===== src/rtl/mod_accumulator_mc_pkg.sv =====
// Shared definitions for the modular accumulator slice: default width,
// add/sub mode encoding and a constant clog2 helper.
package mod_acc_defs;

   localparam int   DEF_BITWIDTH = 32;
   localparam logic MODE_ADD     = 1'b0;
   localparam logic MODE_SUB     = 1'b1;

   function automatic int CLOG2(input int n);
      int w;
      w = 0;
      while ((1 << w) < n) w++;
      return w;
   endfunction

endpackage


===== src/rtl/mod_accumulator_mc_addsub.sv =====
// Combinational modular add/subtract with a single conditional correction.
// Requires a < q and b < q for a reduced result.
module mod_addsub
   import mod_acc_defs::*;
#(
   parameter int BITWIDTH = DEF_BITWIDTH
) (
   input  logic [BITWIDTH-1:0] a,
   input  logic [BITWIDTH-1:0] b,
   input  logic [BITWIDTH-1:0] q,
   input  logic                sub,
   output logic [BITWIDTH-1:0] r
);

   logic [BITWIDTH:0] sumWide;
   logic [BITWIDTH:0] difWide;
   logic [BITWIDTH:0] sumCorr;
   logic [BITWIDTH:0] difCorr;

   // One extra bit keeps the carry/borrow so no intermediate overflows.
   always_comb begin
      sumWide = {1'b0, a} + {1'b0, b};
      difWide = {1'b0, a} - {1'b0, b};
      sumCorr = sumWide - {1'b0, q};
      difCorr = difWide + {1'b0, q};
      r       = '0;
      if (sub == MODE_SUB) begin
         r = difWide[BITWIDTH] ? difCorr[BITWIDTH-1:0] : difWide[BITWIDTH-1:0];
      end else begin
         r = (sumWide < {1'b0, q}) ? sumWide[BITWIDTH-1:0] : sumCorr[BITWIDTH-1:0];
      end
   end

endmodule


===== src/rtl/mod_accumulator_mc.sv =====
// Multi-channel modular accumulator: per-channel residues mod iQ, fed by a
// valid/ready beat stream; a last beat emits the residue and clears its channel.
module mod_accumulator_mc
   import mod_acc_defs::*;
#(
   parameter  int BITWIDTH = DEF_BITWIDTH,
   parameter  int CHANNELS = 4,
   localparam int CH_W     = CLOG2(CHANNELS)
) (
   input  logic                iClk,
   input  logic                iRstN,
   input  logic                iClr,
   input  logic [BITWIDTH-1:0] iQ,
   input  logic                iValid,
   output logic                oReady,
   input  logic [CH_W-1:0]     iCh,
   input  logic [BITWIDTH-1:0] iData,
   input  logic                iSub,
   input  logic                iLast,
   output logic                oValid,
   input  logic                iReady,
   output logic [CH_W-1:0]     oCh,
   output logic [BITWIDTH-1:0] oData
);

   logic [BITWIDTH-1:0] acc [CHANNELS];
   logic [BITWIDTH-1:0] accSel;
   logic [BITWIDTH-1:0] result;
   logic                accept;

   // Ready never looks at iValid, so upstream can wait on it freely.
   assign oReady = (~oValid | iReady) & ~iClr;
   assign accept = iValid & oReady;

   always_comb begin
      accSel = '0;
      for (int i = 0; i < CHANNELS; i++) begin
         if (iCh == CH_W'(i)) accSel = acc[i];
      end
   end

   mod_addsub #(
      .BITWIDTH(BITWIDTH)
   ) uAddSub (
      .a  (accSel),
      .b  (iData),
      .q  (iQ),
      .sub(iSub),
      .r  (result)
   );

   always_ff @(posedge iClk or negedge iRstN) begin
      if (!iRstN) begin
         for (int i = 0; i < CHANNELS; i++) acc[i] <= '0;
      end else if (iClr) begin
         for (int i = 0; i < CHANNELS; i++) acc[i] <= '0;
      end else if (accept) begin
         for (int i = 0; i < CHANNELS; i++) begin
            if (iCh == CH_W'(i)) acc[i] <= iLast ? '0 : result;
         end
      end
   end

   // A take and a new last-beat in the same cycle keep oValid high.
   always_ff @(posedge iClk or negedge iRstN) begin
      if (!iRstN) begin
         oValid <= 1'b0;
         oData  <= '0;
         oCh    <= '0;
      end else if (iClr) begin
         oValid <= 1'b0;
      end else begin
         if (oValid && iReady) oValid <= 1'b0;
         if (accept && iLast) begin
            oValid <= 1'b1;
            oData  <= result;
            oCh    <= iCh;
         end
      end
   end

endmodule


===== config.mk =====
export PLATFORM = sky130hd
export DESIGN_NAME = mod_accumulator_mc
export DESIGN_NICKNAME = d
export VERILOG_FILES = /design/src/rtl/mod_accumulator_mc_pkg.sv /design/src/rtl/mod_accumulator_mc_addsub.sv /design/src/rtl/mod_accumulator_mc.sv
export SDC_FILE = /design/constraint.sdc
export NUM_CORES = 1
export LEC_CHECK = 0
export CAP_MARGIN = 20
export CORE_MARGIN = 2
export CORE_UTILIZATION = 50
export DETAILED_ROUTE_END_ITERATION = 10
export PLACE_DENSITY = 0.68
export SYNTH_ARGS = -nofsm -noshare
export SYNTH_HDL_FRONTEND = slang
export SYNTH_SLANG_ARGS = --single-unit

===== constraint.sdc =====
create_clock -name iClk -period 12.95 [get_ports iClk]
set_input_delay 1.9425 -clock iClk [delete_from_list [all_inputs] [get_ports iClk]]
set_output_delay 1.9425 -clock iClk [all_outputs]
set_load 0.01 [all_outputs]

==> results.json <==
{
  "status": "finished, final reports clean",
  "yosysWarnings": 0,
  "crit_family": "compound AO/OA/AOI/OAI gates",
  "synth_ff_type": "dfrtp_1",
  "holdPathStages": 2,
  "finalSetupTns_ns": 0,
  "synth_area_per_cell_um2": 8.53,
  "die_width_um": 178,
  "start_kind": "input pin",
  "fin_nets": 2024,
  "fmax_mhz": 115,
  "final_common_cell": "nand2_1",
  "insertion_delay_ns": 0.43,
  "synth_compound_area_frac": 0.266,
  "postCtsSetupBuffers": 0,
  "cts_buffers": 17,
  "holdBufCountCts": 0,
  "cts_root_buf": "clkbuf_16",
  "worst_pin_slew_ns": 1.19,
  "clockBufferDepth": 2,
  "path_clk_slew_ns": 0.06,
  "place_hpwl_mm": 39.1,
  "gp_congestion": 0.965,
  "vias": 14305,
  "path_class": "input pin to register",
  "ios": 109,
  "switchingPower_uw": 973,
  "finClkSkew_ns": 0.0111,
  "drv_slew": 0,
  "grt_pass1_vias": 13719,
  "yosys.cell_types.count": 88,
  "muxShareOfSynthArea": 0.0851,
  "p_total_mw": 2.27,
  "synthAdderAreaFrac": 0.111,
  "ant_nets": 0,
  "synth_top_family_by_area": "compound AO/OA/AOI/OAI gates",
  "powerDensity_nw_per_um2": 133,
  "crit_chain": "buf_2 -> buf_4 -> mux4_2 -> ha_1 -> or2_1 -> or3_1 -> a21oi_1 -> o2111ai_1 -> o21ai_1 -> a21oi_1 -> xnor2_1 -> ha_1 -> and4_1 -> and3_1 -> a21o_1 -> a22oi_1 -> nand4_1 -> a211oi_2 -> buf_4 -> nor2_1 -> a211oi_1 -> o21ai_1",
  "cap_viol_max_count": 0,
  "core_um2": 29600,
  "rsz0062_at_grt": "no",
  "area_growth_pct": 12.7,
  "worst-path-buf-inv": 3,
  "yosys.area_share.simple": 0.159,
  "ys_seq_area_frac": 0.271,
  "async_reset_ff_frac": 1.00,
  "row_count": 63,
  "synth_cells": 1767,
  "reg2reg_to": "acc[82]",
  "p_comb_frac": 0.513,
  "cts.htree.levels": 4,
  "ys_seq_elements": 163,
  "initial_utilization": 0.508,
  "slowest_stage": "a211oi_1",
  "max_stage_delay_ns": 0.78,
  "slew_headroom": 0.197,
  "crit_path_end_kind": "register",
  "wire_per_inst_um": 23.0,
  "grt_util_all_layers": 0.327,
  "synthesis.nets": 1971,
  "pre_cts_ws_ns": 3.92,
  "grt_overflow": 0,
  "design_area_um2": 17000,
  "mappedNetlistArea_um2": 15100,
  "sw_frac_of_total": 0.429,
  "antenna_found_initial": 0,
  "startpoint": "iCh[0]",
  "fin_ws_ns": 4.28,
  "critPathMaxFanout": 35,
  "fin_crit_ns": 8.67,
  "dieArea_um2": 31500,
  "firstDrtPassIters": 5,
  "place_area_um2": 16400,
  "worst_r2r_path_depth": 20,
  "fill_cells": 2695,
  "cts_sinks": 163,
  "r2r_slack_ns": 6.19,
  "via_per_inst": 6.43,
  "ctsResizeCount": 0,
  "final_cell_mix": "nand2_1 (199), dfrtp_1 (163), ha_1 (127)",
  "grt_pass1_wl_mm": 78.7,
  "die_h_um": 178,
  "diodes": 0,
  "routed_wl_mm": 51.2,
  "leakage_nw": 7.69,
  "min_from": "acc[28]",
  "synth_top_cell_by_area": "dfrtp_1",
  "p_clk_frac": 0.216,
  "drc": 0,
  "cp.required_ns": 13.22,
  "grt_max_degree": 85,
  "fin_crit_sh": 0.670,
  "arrival_ns": 8.94,
  "cts_tree": "built",
  "internal_power_mw": 1.29,
  "setup_viol": 0,
  "reg2reg_from": "acc[40]",
  "yosys.area.top_type_share": 0.271,
  "worst_ir_drop_vdd_mv": 0.128,
  "hold_path_end": "acc[28]",
  "drive_gt1_frac": 0.0753,
  "fin_util": 0.573,
  "p_seq_frac": 0.270,
  "hp-class": "register to register",
  "portBuffers": 108,
  "synth_xor_xnor_area_share": 0.0529,
  "synth_edf_count": 0,
  "hold_viol_final": 0,
  "synth_area_leaders": "dfrtp_1 (27%), ha_1 (11%), nand2_1 (5.0%)",
  "drt_iter0_markers": 1325
}
[state kept, by name, summed over array words and instances, names as in the netlist]
signal and cells:
acc 128, oData 32, oCh 2, oValid 1
[layout make-up]
| type | count | area (um2) | share of cell area |
|---|---|---|---|
| clock inverters | 14 | 141 | 0.00833 |
| clock buffers | 18 | 429 | 0.0253 |
| flip-flops and latches | 163 | 4080 | 0.240 |
| well taps | 390 | 488 | 0.0287 |
| inverters | 117 | 439 | 0.0259 |
| repair buffers | 127 | 1200 | 0.0710 |
| multi-input cells | 1394 | 10200 | 0.601 |
[cell families (layout without fill, tap and decap cells)]
| kind of cell | count (synthesis) | after routing |
|---|---|---|
| multiplexers | 86 | 86 |
| buffers and inverters | 210 | 276 |
| AND/OR/NAND/NOR | 498 | 498 |
| AO/OA/AOI/OAI | 588 | 588 |
| flip-flops | 163 | 163 |
| adder cells (fa/ha/maj) | 131 | 131 |
| XOR/XNOR | 91 | 91 |
[worst register-to-register path: stages, from the launching register on]
cell and delay [ns]:
dfrtp_1 0.40, mux4_2 0.49, ha_1 0.41, or2_1 0.32
or3_1 0.32, a21oi_1 0.26, o2111ai_1 0.32, o21ai_1 0.46
a21oi_1 0.15, xnor2_1 0.32, ha_1 0.39, and4_1 0.25
and3_1 0.23, a21o_1 0.17, a22oi_1 0.17, nand4_1 0.14
a211oi_2 0.47, buf_4 0.32, nor2_1 0.08, a211oi_1 0.78
o21ai_1 0.17
[power groups by stage]
stage                     combinational, mW  clock (mW)  sequential (mW)
final                                  1.16       0.490            0.613
after global routing                   1.25       0.512            0.620
after CTS                              1.13       0.492            0.613
after detailed placement               1.13           0            0.621
after global placement                 1.12           0            0.620
after floorplan                       0.721           0            0.629
[routing by layer]
layer	up-vias	global-route usage	wire [um]
met4	0	0.0847	1090
li1	6651	-	-
met2	607	0.496	22200
met5	-	0	0
met1	6987	0.473	23300
met3	60	0.0673	4550
[worst max-delay path by stage]
stage	to	slack, ns	cells past startpoint
2_1_floorplan	acc[127]	5.04	24
6_report	acc[82]	4.28	22
3_3_place_gp	oData[1]	4.07	22
3_5_place_dp	acc[65]	3.92	22
5_1_grt	acc[87]	3.84	22
4_1_cts	acc[55]	4.36	22
[metrics by stage]
stage          hold WS, ns  std cells
2_1_floorplan        0.443       1767
3_3_place_gp         0.455       2188
3_5_place_dp         0.465       2188
4_1_cts              0.478       2220
5_1_grt              0.501       2223
6_report             0.477       2223
[cell usage after synthesis (all sizes together) (18+ instances only)]
master and count:
a211oi 24, a21o 35, a21oi 127, a22o 32, a31oi 18, buf 29
clkbuf 64, dfrtp 163, ha 127, inv 117, mux2i 37, mux4 32
nand2 199, nand2b 19, nand3 29, nand4 20, nor2 89, nor3 36
o211ai 22, o21a 25, o21ai 134, o31ai 47, xnor2 70, xor2 21
(Power assumes the default switching activity.)
